<file path="src/rtl/writeback_stage_pkg.sv">
// Shared widths, load-type encodings and the MEM/WB pipeline register layout
// used by the writeback stage.
package writeback_stage_pkg;

   localparam int unsigned DATA_W = 32;
   localparam int unsigned REG_AW = 5;
   localparam int unsigned LT_W   = 3;
   localparam int unsigned CNT_W  = 32;

   localparam logic [LT_W-1:0] LT_LW  = 3'b000;
   localparam logic [LT_W-1:0] LT_LH  = 3'b001;
   localparam logic [LT_W-1:0] LT_LHU = 3'b010;
   localparam logic [LT_W-1:0] LT_LB  = 3'b011;
   localparam logic [LT_W-1:0] LT_LBU = 3'b100;

   typedef struct packed {
      logic              valid;
      logic              regwrite;
      logic              memtoreg;
      logic [LT_W-1:0]   load_type;
      logic [1:0]        addr_lo;
      logic [DATA_W-1:0] alu;
      logic [DATA_W-1:0] rdata;
      logic [REG_AW-1:0] dest;
      logic              fresh;
   } wb_reg_t;

endpackage

</file>
<file path="src/rtl/writeback_stage_load_extend.sv">
// Selects the addressed byte/half of a little-endian load word, extends it,
// and flags misaligned word/half accesses.
module load_extend
   import writeback_stage_pkg::*;
(
   input  logic [LT_W-1:0]   load_type,
   input  logic [1:0]        addr_lo,
   input  logic [DATA_W-1:0] rdata,
   output logic [DATA_W-1:0] data,
   output logic              misaligned
);

   logic [7:0]  byte_sel;
   logic [15:0] half_sel;

   always_comb begin
      byte_sel   = rdata[7:0];
      half_sel   = addr_lo[1] ? rdata[31:16] : rdata[15:0];
      data       = rdata;
      misaligned = (addr_lo != 2'd0);

      case (addr_lo)
         2'd1:    byte_sel = rdata[15:8];
         2'd2:    byte_sel = rdata[23:16];
         2'd3:    byte_sel = rdata[31:24];
         default: byte_sel = rdata[7:0];
      endcase

      // Reserved encodings fall through to word behaviour.
      case (load_type)
         LT_LH: begin
            data       = {{(DATA_W-16){half_sel[15]}}, half_sel};
            misaligned = addr_lo[0];
         end
         LT_LHU: begin
            data       = {{(DATA_W-16){1'b0}}, half_sel};
            misaligned = addr_lo[0];
         end
         LT_LB: begin
            data       = {{(DATA_W-8){byte_sel[7]}}, byte_sel};
            misaligned = 1'b0;
         end
         LT_LBU: begin
            data       = {{(DATA_W-8){1'b0}}, byte_sel};
            misaligned = 1'b0;
         end
         default: ;
      endcase
   end

endmodule

</file>
<file path="src/rtl/writeback_stage.sv">
// MEM/WB pipeline register and register-file write port, with forwarding tap,
// sticky misaligned-load flag and retired-instruction counter.
module writeback_stage
   import writeback_stage_pkg::*;
(
   input  logic              clk,
   input  logic              reset,
   input  logic              stall,
   input  logic              flush,
   input  logic              m_valid,
   input  logic              m_regwrite,
   input  logic              m_memtoreg,
   input  logic [LT_W-1:0]   m_load_type,
   input  logic [1:0]        m_addr_lo,
   input  logic [DATA_W-1:0] m_alu_result,
   input  logic [DATA_W-1:0] m_rdata,
   input  logic [REG_AW-1:0] m_dest,
   output logic              we3,
   output logic              v_f,
   output logic [REG_AW-1:0] a3,
   output logic [DATA_W-1:0] wd3,
   output logic              fwd_valid,
   output logic [REG_AW-1:0] fwd_dest,
   output logic [DATA_W-1:0] fwd_data,
   output logic              misalign_err,
   output logic [CNT_W-1:0]  retire_count
);

   wb_reg_t            wb_q, wb_d;
   logic               err_q, err_d;
   logic [CNT_W-1:0]   cnt_q, cnt_d;
   logic [DATA_W-1:0]  ld_data;
   logic               ld_misaligned;
   logic               misaligned;
   logic               retiring;

   load_extend u_load_extend (
      .load_type  (wb_q.load_type),
      .addr_lo    (wb_q.addr_lo),
      .rdata      (wb_q.rdata),
      .data       (ld_data),
      .misaligned (ld_misaligned)
   );

   assign misaligned = wb_q.memtoreg & ld_misaligned;
   assign retiring   = wb_q.fresh & wb_q.valid;

   // Next-state: flush beats stall; fresh marks the first cycle an instruction sits in WB.
   always_comb begin
      wb_d  = wb_q;
      err_d = err_q | (retiring & misaligned);
      cnt_d = cnt_q + CNT_W'(retiring);
      if (flush) begin
         wb_d.valid = 1'b0;
         wb_d.fresh = 1'b0;
      end else if (stall) begin
         wb_d.fresh = 1'b0;
      end else begin
         wb_d.valid     = m_valid;
         wb_d.regwrite  = m_regwrite;
         wb_d.memtoreg  = m_memtoreg;
         wb_d.load_type = m_load_type;
         wb_d.addr_lo   = m_addr_lo;
         wb_d.alu       = m_alu_result;
         wb_d.rdata     = m_rdata;
         wb_d.dest      = m_dest;
         wb_d.fresh     = m_valid;
      end
   end

   always_ff @(posedge clk or negedge reset) begin
      if (!reset) begin
         wb_q  <= '0;
         err_q <= 1'b0;
         cnt_q <= '0;
      end else begin
         wb_q  <= wb_d;
         err_q <= err_d;
         cnt_q <= cnt_d;
      end
   end

   assign we3 = retiring & wb_q.regwrite & (wb_q.dest != '0) & ~misaligned;
   assign v_f = wb_q.valid;
   assign a3  = wb_q.dest;
   assign wd3 = wb_q.memtoreg ? ld_data : wb_q.alu;

   assign fwd_valid    = we3;
   assign fwd_dest     = a3;
   assign fwd_data     = wd3;
   assign misalign_err = err_q;
   assign retire_count = cnt_q;

endmodule
</file>
<file path="config.mk">
export PLATFORM = sky130hd
export DESIGN_NAME = writeback_stage
export DESIGN_NICKNAME = d
export VERILOG_FILES = /design/src/rtl/writeback_stage_pkg.sv /design/src/rtl/writeback_stage_load_extend.sv /design/src/rtl/writeback_stage.sv
export SDC_FILE = /design/constraint.sdc
export NUM_CORES = 1
export LEC_CHECK = 0
export CORE_ASPECT_RATIO = 1.1
export CORE_UTILIZATION = 46
export DETAILED_ROUTE_END_ITERATION = 16
export PLACE_DENSITY = 0.8
export SLEW_MARGIN = 20
export SYNTH_ARGS = -nofsm -noshare
export SYNTH_HDL_FRONTEND = slang
export SYNTH_SLANG_ARGS = --single-unit
</file>
<file path="constraint.sdc">
create_clock -name clk -period 6.45 [get_ports clk]
set_clock_uncertainty 0.05 [all_clocks]
set_input_delay 0.9675 -clock clk [delete_from_list [all_inputs] [get_ports clk]]
set_output_delay 0.9675 -clock clk [all_outputs]
set_load 0.05 [all_outputs]
</file>
==> impl_metrics.py, run 1 <==
metrics = {
    "placement": {
        "io_buffer_count": 190,
        "gp_congestion": 0.8495,
        "post-dp-hpwl_um": 10830,
        "dp.cells": 809,
        "placed_cell_area_um2": 7537,
    },
    "die": {
        "core.rowCount": 42,
        "die_area_um2": 13220,
        "coreArea_um2": 12240,
        "die_x_um": 109.7,
        "die_h_um": 120.5,
        "initial_core_util": 0.4795,
        "ios": 191,
    },
    "pwr": {
        "ir_drop_v": 0.0001863,
        "power_mw": 2.496,
        "pwr_density_cell_nw_per_um2": 318.3,
        "p_leak_nw": 3.208,
    },
    "logic_synthesis": {
        "netlist_top_cells_area": "dfrtp_1 47%, mux2_2 16%, buf_4 5.5%, xnor2_1 3.1%, a21oi_1 3.1%",
        "synth-edff-count": 0,
        "async_flop_share": 1.000,
        "synth_cell_types": 46,
        "yosysWarnings": 0,
        "synth_seq_area_share": 0.4731,
        "syn_area_um2": 5871,
        "synth_fp_nets": 620,
        "synth_top_cell_by_area": "dfrtp_1",
        "synthCells": 537,
        "ys_seq_elements": 111,
        "ys.flop_type": "dfrtp_1",
        "synth.avg_cell_area_um2": 10.93,
        "yosysTopAreaCellShare": 0.4731,
    },
    "setup_path": {
        "critical_path_class": "reg2out",
        "cp_max_fo": 28,
        "cp_cell_sequence": "nor2_1 > xnor2_2 > a222oi_1 > a21oi_1 > clkdlybuf4s50_1",
        "cp_slowest_cell": "xnor2_2",
        "crit_required_ps": 5430,
        "cp_slowest_stage_delay_ps": 890,
        "cp_top_family": "XOR/XNOR gates",
        "cp-end-kind": "output pin",
        "crit_buf_inv": 1,
        "arrival_ps": 3810,
        "cp-start-kind": "flop",
    },
    "global_route": {
        "grt_use_total": 0.2301,
        "grt_first_pass_wirelength_um": 23350,
        "grt_antenna_before_repair": 0,
        "met1_usage": 0.2987,
        "grt_max_degree": 60,
        "grt.met2_usage": 0.3821,
        "grt_overflow": 0,
        "grtUsageMet3": 0.04744,
        "grt.busiest_layer": "met2",
        "grt_pass1_vias": 4577,
    },
    "layout": {
        "final_common_cell": "clkdlybuf4s50_1",
        "mostFrequentLayoutCells": "189 x clkdlybuf4s50_1, 110 x dfrtp_1, 83 x mux2_2",
        "fin_area_um2": 7844,
        "syn_to_final_growth_pct": 33.61,
        "drive_above_1_share": 0.1699,
        "nets": 749,
        "final_cell_count_no_fill": 825,
        "diodes": 0,
    },
    "timing": {
        "slew_headroom": 0.2893,
        "min_period_ps": 4823,
        "grt_setup_unrepaired": "no",
        "drv_slew": 0,
        "hold_viol": 0,
        "setup_viol": 0,
        "fin_hold_ws_ps": 423.0,
        "setup-tns-final_ps": 0,
        "fmax_mhz": 207.3,
        "fin_crit_sh": 0.7478,
        "tightest_slew_ps": 1061,
    },
    "routing": {
        "vias": 4618,
        "drt_iter0_markers": 208,
        "viasPerCell": 5.598,
        "firstDrtPassIters": 7,
        "wire_per_inst_um": 18.12,
        "drc_errors": 0,
        "ant_nets": 0,
        "routed_wl_um": 14950,
    },
    "clocking": {
        "cts_max_level": 3,
        "post_cts_resized": 0,
        "clockBufferDepth": 2,
        "clkTransAtPathRegs_ps": 80,
        "cts_setup_buffers": 0,
        "tritoncts": "built",
        "clock_latency_ps": 350,
        "numCtsBuffers": 9,
        "cts.sinks": 111,
        "cts.hold.buffers_added": 0,
        "cts_root_buf": "clkbuf_16",
    },
    "status": {
        "status": "finished, final reports clean",
    },
    "job": {
        "drv_cap": 0,
    },
    "hold_path": {
        "holdCritPathClass": "reg2reg",
    },
}
==> registers in the layout (all words and copies together), names as in the netlist <==
name and flops:
wb_q 72, a3 5, misalign_err 1, retire_count 32, v_f 1
==> cell type report <==
cell class / instances / area, µm²
clock buffer: 9 / 225.2
clock inverter: 7 / 80.08
fill: 952 / 4400
inverter: 6 / 22.52
multi-input combinational: 345 / 2623
sequential: 111 / 2779
tap: 154 / 192.7
timing repair buffer: 193 / 1922
==> synth_stat cells (3+ instances only) <==
cell type,count
a31oi_1,8
and4_1,3
a21oi_1,36
and2_1,4
nor2_1,34
a222oi_1,5
a221o_1,5
nand3_1,21
o21ai_0,8
inv_1,6
maj3_1,5
nand2_1,34
clkbuf_1,23
buf_2,4
nor4_1,3
buf_1,3
mux4_2,3
nor3_1,6
a2bb2oi_1,5
xnor2_1,21
xor2_1,11
o221ai_1,3
and3_1,11
mux2_2,83
nand4_1,11
dfrtp_1,111
buf_4,43
==> worst paths after layout <==
check | from | endpoint | slack [ps] | depth (start not counted)
max | wb_q[72]$_DFFE_PN0P_ | fwd_data[1] | 1630 | 5
min | retire_count[31]$_DFF_PN0_ | retire_count[31]$_DFF_PN0_ | 420 | 1
max reg2reg | v_f$_DFFE_PN0P_ | retire_count[21]$_DFF_PN0_ | 4460 | 6
min reg2reg | retire_count[31]$_DFF_PN0_ | retire_count[31]$_DFF_PN0_ | 420 | 1
max in group asynchronous | reset | wb_q[71]$_DFFE_PN0P_ | 4510 | 2
min in group asynchronous | reset | wb_q[52]$_DFFE_PN0P_ | 600 | 1
==> where the power goes <==
group | switching (mW) | total (mW) | internal (mW)
clock network | 0.264 | 0.570 | 0.306
logic | 0.665 | 1.06 | 0.395
registers | 0.0920 | 0.866 | 0.774
==> logic make-up (layout without fill, tap and decap cells) <==
| kind of cell | count (synthesis) | after routing | synth area share |
|---|---|---|---|
| fa+ha+maj | 7 | 7 | 0.01279 |
| compound gates | 79 | 79 | 0.09186 |
| simple gates | 139 | 139 | 0.1168 |
| buf+inv | 81 | 215 | 0.08269 |
| flops | 111 | 111 | 0.4731 |
| mux | 88 | 88 | 0.1750 |
| xor+xnor | 32 | 32 | 0.04774 |
==> stage by stage <==
stage	utilization	setup WS, ps
detailed placement	0.6156	1989
CTS	0.6405	1638
floorplan	-	2780
finish	0.6406	1627
global route	0.6406	1436
global placement	0.6156	2110
==> metal layers <==
layer / vias up / share of wire
met5: - / 0
met1: 2259 / 0.41
met3: 24 / 0.078
met2: 201 / 0.49
met4: 0 / 0.021
li1: 2134 / -
==> worst reg2reg max path, stage by stage (launching register included) <==
cell and delay (ps):
dfrtp_1 370, and2_1 180, ha_1 240, nand2_1 110, nor3_1 550, nand4_1 210, xnor2_1 170
No activity file was read; power rests on OpenSTA's default activity.
==> inputs of run 2 (changes only) <==
==> constraint.sdc (replaced) <==
create_clock -name clk -period 4.63 [get_ports clk]
set_clock_uncertainty 0.05 [all_clocks]
set_input_delay 0.6945 -clock clk [delete_from_list [all_inputs] [get_ports clk]]
set_output_delay 0.6945 -clock clk [all_outputs]
set_load 0.05 [all_outputs]
==> run 2 against run 1 <==
Against the previous run: critical path type unchanged; clock-buffer cell count unchanged; non-clock buffer count up 2; die area unchanged; routed wire length down 0.22%; power up 39%; setup slack worse by 1300 ps; critical endpoint unchanged; register-to-register slack worse by 1800 ps; sequential power up 37%.
==> impl_metrics.py, run 2 (same netlist as run 1, synthesis figures left out) <==
metrics = {
    "status": {
        "status": "finished, final reports clean",
    },
    "clocking": {
        "cts_max_level": 3,
        "cts_setup_buffers": 0,
        "cts.hold.buffers_added": 0,
        "post_cts_resized": 0,
        "tritoncts": "built",
        "clkTransAtPathRegs_ps": 70,
        "clockBufferDepth": 2,
        "clock_latency_ps": 340,
        "cts.sinks": 111,
        "numCtsBuffers": 9,
        "cts_root_buf": "clkbuf_16",
    },
    "routing": {
        "viasPerCell": 5.671,
        "vias": 4690,
        "ant_nets": 0,
        "drc_errors": 0,
        "wire_per_inst_um": 18.04,
        "routed_wl_um": 14920,
        "drt_iter0_markers": 255,
        "firstDrtPassIters": 5,
    },
    "timing": {
        "slew_headroom": 0.4784,
        "fin_crit_sh": 0.9249,
        "fin_hold_ws_ps": 336.5,
        "hold_viol": 0,
        "setup-tns-final_ps": 0,
        "drv_slew": 0,
        "grt_setup_unrepaired": "no",
        "tightest_slew_ps": 782.4,
        "layout_setup_ws_ps": 347.9,
        "fmax_mhz": 233.5,
        "min_period_ps": 4282,
        "setup_viol": 0,
    },
    "die": {
        "ios": 191,
        "die_h_um": 120.5,
        "initial_core_util": 0.4795,
        "coreArea_um2": 12240,
        "core.rowCount": 42,
        "die_x_um": 109.7,
        "die_area_um2": 13220,
    },
    "layout": {
        "syn_to_final_growth_pct": 33.95,
        "regMostFlops": "wb_q",
        "nets": 751,
        "drive_above_1_share": 0.1709,
        "fin_area_um2": 7864,
        "fillers": 962,
        "final_common_cell": "clkdlybuf4s50_1",
        "fin_util": 0.6422,
        "diodes": 0,
        "mostFrequentLayoutCells": "189 x clkdlybuf4s50_1, 111 x dfrtp_1, 83 x mux2_2",
        "largest_reg_flops": 72,
        "final_cell_count_no_fill": 827,
    },
    "setup_path": {
        "critical_path_class": "reg2out",
        "arrival_ps": 3540,
        "reg2reg_depth": 6,
        "cp_cell_sequence": "nor2_1 > o31ai_1 > a222oi_1 > a21oi_1 > clkdlybuf4s50_1",
        "cp-start-kind": "flop",
        "cp_slowest_stage_delay_ps": 850,
        "rr_startpoint": "v_f$_DFFE_PN0P_",
        "crit_required_ps": 3890,
        "cp-end-kind": "output pin",
        "cp_max_fo": 28,
        "cp_slowest_cell": "dfrtp_1",
        "worstSetupStartpoint": "wb_q[72]$_DFFE_PN0P_",
    },
    "global_route": {
        "grt_overflow": 0,
        "grt_use_total": 0.2341,
        "grt_pass1_vias": 4752,
        "grt_first_pass_wirelength_um": 24000,
        "grt_max_degree": 84,
        "grt_antenna_before_repair": 0,
    },
    "placement": {
        "dp.cells": 811,
        "place_ws_ps": 779.4,
        "post-dp-hpwl_um": 10880,
        "placed_cell_area_um2": 7565,
        "io_buffer_count": 190,
        "gp_congestion": 0.9052,
    },
    "job": {
        "drv_cap": 0,
    },
    "pwr": {
        "power_mw": 3.467,
        "ir_drop_v": 0.0002643,
        "p_leak_nw": 3.227,
        "pwr_density_cell_nw_per_um2": 440.8,
    },
    "hold_path": {
        "holdCritPathClass": "in2async",
    },
}
-- run 2: area by class of cell --
class | instances | area, µm² | share of cell area
Sequential cell | 111 | 2778 | 0.3532
Multi-Input combinational cell | 345 | 2623 | 0.3335
Timing Repair Buffer | 195 | 1953 | 0.2484
Clock buffer | 9 | 225.2 | 0.02864
Tap cell | 154 | 192.7 | 0.02450
Clock inverter | 7 | 70.07 | 0.008910
Inverter | 6 | 22.52 | 0.002864
-- run 2: worst max-delay path: cells and delay by family, from the launching register on --
| kind | cells | cell delay (ps) |
|---|---|---|
| flops | 1 | 850 |
| simple gates | 1 | 290 |
| compound gates | 3 | 1210 |
| buf+inv | 1 | 830 |
-- run 2: report_power, final --
group	total [mW]	internal (mW)	switching (mW)	leakage [nW]
Clock	0.777	0.421	0.356	0.146
Sequential	1.19	1.08	0.113	1.38
Combinational	1.50	0.556	0.942	1.70
Total	3.47	2.06	1.41	3.23
-- run 2: per-layer routing --
layer / part of all wire / wire length (µm) / GRT usage
met1: 0.41 / 6131 / 0.3070
met4: 0.025 / 373 / 0.08667
met3: 0.072 / 1072 / 0.04744
met5: 0 / 0 / 0
met2: 0.49 / 7341 / 0.3809
-- run 2: final timing paths --
| check | slack [ps] | to |
|---|---|---|
| worst max register to register | 2670 | retire_count[24]$_DFF_PN0_ |
| max in group asynchronous | 3300 | retire_count[17]$_DFF_PN0_ |
| min in group clk | 440 | retire_count[31]$_DFF_PN0_ |
| worst min register to register | 440 | retire_count[31]$_DFF_PN0_ |
| worst max-delay path | 350 | fwd_data[1] |
| worst min-delay path | 340 | wb_q[49]$_DFFE_PN0P_ |
==> inputs of run 3 (changes only) <==
--- a/config.mk
+++ b/config.mk
@@ -6,9 +6,9 @@
 export NUM_CORES = 1
 export LEC_CHECK = 0
 export CORE_ASPECT_RATIO = 1.1
-export CORE_UTILIZATION = 46
+export CORE_UTILIZATION = 45
 export DETAILED_ROUTE_END_ITERATION = 16
-export PLACE_DENSITY = 0.8
+export PLACE_DENSITY = 0.78
 export SLEW_MARGIN = 20
 export SYNTH_ARGS = -nofsm -noshare
 export SYNTH_HDL_FRONTEND = slang
==> run 3 against run 2 <==
Against the previous run: clock power up 8.8%; routed wire length decreased by 0.22%; utilization is 1.8 points lower; first-iteration DRC count fell by 6.7%; hold slack got worse by 13 ps; critical endpoint is now fwd_data[0]; setup slack worse by 1.5 ps; via count decreased by 1.8%; fmax about the same.
==> impl_metrics.py, run 3 (same netlist as run 1, synthesis figures left out) <==
metrics = {
    "clocking": {
        "cts.sinks": 111,
        "cts_setup_buffers": 0,
        "clkTransAtPathRegs_ps": 70,
        "numCtsBuffers": 9,
        "clockBufferDepth": 2,
        "tritoncts": "built",
        "clock_latency_ps": 350,
        "cts_max_level": 3,
        "post_cts_resized": 0,
        "cts.hold.buffers_added": 0,
        "cts_root_buf": "clkbuf_16",
    },
    "layout": {
        "syn_to_final_growth_pct": 34.42,
        "nets": 751,
        "regMostFlops": "wb_q",
        "fin_area_um2": 7891,
        "final_common_cell": "clkdlybuf4s50_1",
        "drive_above_1_share": 0.1709,
        "ff_latch_area_um2": 2778,
        "mostFrequentLayoutCells": "189 x clkdlybuf4s50_1, 111 x dfrtp_1, 83 x mux2_2",
        "multi_input_area_um2": 2623,
        "diodes": 0,
        "largest_reg_flops": 72,
        "fillers": 1036,
        "fin_util": 0.6241,
    },
    "routing": {
        "routed_wl_um": 14880,
        "firstDrtPassIters": 5,
        "drc_errors": 0,
        "viasPerCell": 5.551,
        "drt_iter0_markers": 238,
        "wire_per_inst_um": 17.93,
        "ant_nets": 0,
        "vias": 4607,
    },
    "pwr": {
        "pwr_density_cell_nw_per_um2": 447.8,
        "p_leak_nw": 3.233,
        "ir_drop_v": 0.0002598,
    },
    "global_route": {
        "grt_use_total": 0.2226,
        "grt_overflow": 0,
        "grt_first_pass_wirelength_um": 23690,
        "grt_antenna_before_repair": 0,
        "grt_max_degree": 84,
        "grt.met2_usage": 0.3622,
        "met1_usage": 0.2875,
        "grt.busiest_layer": "met2",
        "grt_pass1_vias": 4558,
        "grtUsageMet3": 0.05274,
    },
    "placement": {
        "io_buffer_count": 190,
        "post-dp-hpwl_um": 10800,
        "placed_cell_area_um2": 7556,
        "gp_congestion": 0.9042,
    },
    "timing": {
        "tightest_slew_ps": 1002,
        "min_period_ps": 4284,
        "fin_crit_sh": 0.9252,
        "fmax_mhz": 233.4,
        "hold_viol": 0,
        "slew_headroom": 0.3321,
        "drv_slew": 0,
        "setup_viol": 0,
        "fin_hold_ws_ps": 323.1,
        "setup-tns-final_ps": 0,
        "grt_setup_unrepaired": "no",
    },
    "setup_path": {
        "cp_max_fo": 28,
        "cp-end-kind": "output pin",
        "critical_path_class": "reg2out",
        "arrival_ps": 3540,
        "crit_required_ps": 3890,
        "cp-start-kind": "flop",
    },
    "job": {
        "drv_cap": 0,
    },
    "die": {
        "core.rowCount": 43,
        "die_x_um": 110.9,
        "ios": 191,
        "die_area_um2": 13510,
        "coreArea_um2": 12640,
        "die_h_um": 121.8,
        "initial_core_util": 0.4643,
    },
    "status": {
        "status": "finished, final reports clean",
    },
    "hold_path": {
        "holdCritPathClass": "in2async",
    },
}
## run 3: path summary, 6_finish.rpt
check	from	end	slack, ps	cells past startpoint
max	wb_q[72]$_DFFE_PN0P_	fwd_data[0]	350	5
min	reset	wb_q[12]$_DFFE_PN0P_	320	1
max reg2reg	v_f$_DFFE_PN0P_	retire_count[17]$_DFF_PN0_	2540	6
min reg2reg	misalign_err$_DFF_PN0_	misalign_err$_DFF_PN0_	420	1
max in group asynchronous	reset	wb_q[23]$_DFFE_PN0P_	3350	2
min in group clk	misalign_err$_DFF_PN0_	misalign_err$_DFF_PN0_	420	1
## run 3: metal layers
layer	up-vias	routed length, µm
met3	24	1020
met5	-	0
met1	2249	6413
li1	2135	-
met4	0	329
met2	199	7120
## run 3: metrics by stage
stage / power (mW) / setup WS, ps / cells
floorplan: 2.305 / 1233 / 537
global placement: 2.684 / 980.3 / 814
detailed placement: 2.708 / 813.3 / 814
CTS: 3.562 / 420.7 / 830
global route: 3.679 / 205.8 / 830
finish: 3.534 / 346.4 / 830
## run 3: report_power, final
part	switching (mW)	total [mW]	internal [mW]
logic	0.939	1.49	0.555
registers	0.115	1.19	1.08
clock network	0.354	0.845	0.492
## run 3: worst max-delay path: stages, from the launching register on
cell and delay, ps:
dfrtp_1 840, nor2_1 310, o31ai_1 680, a222oi_1 200, a21oi_1 290, clkdlybuf4s50_1 860
## run 3: cell type report
cell class              instances  area share
clock buffers                  10     0.03028
clock inverters                 6     0.01173
inverters                       6    0.002854
multi-input cells             345      0.3323
flip-flops and latches        111      0.3520
well taps                     157     0.02489
repair buffers                195      0.2459
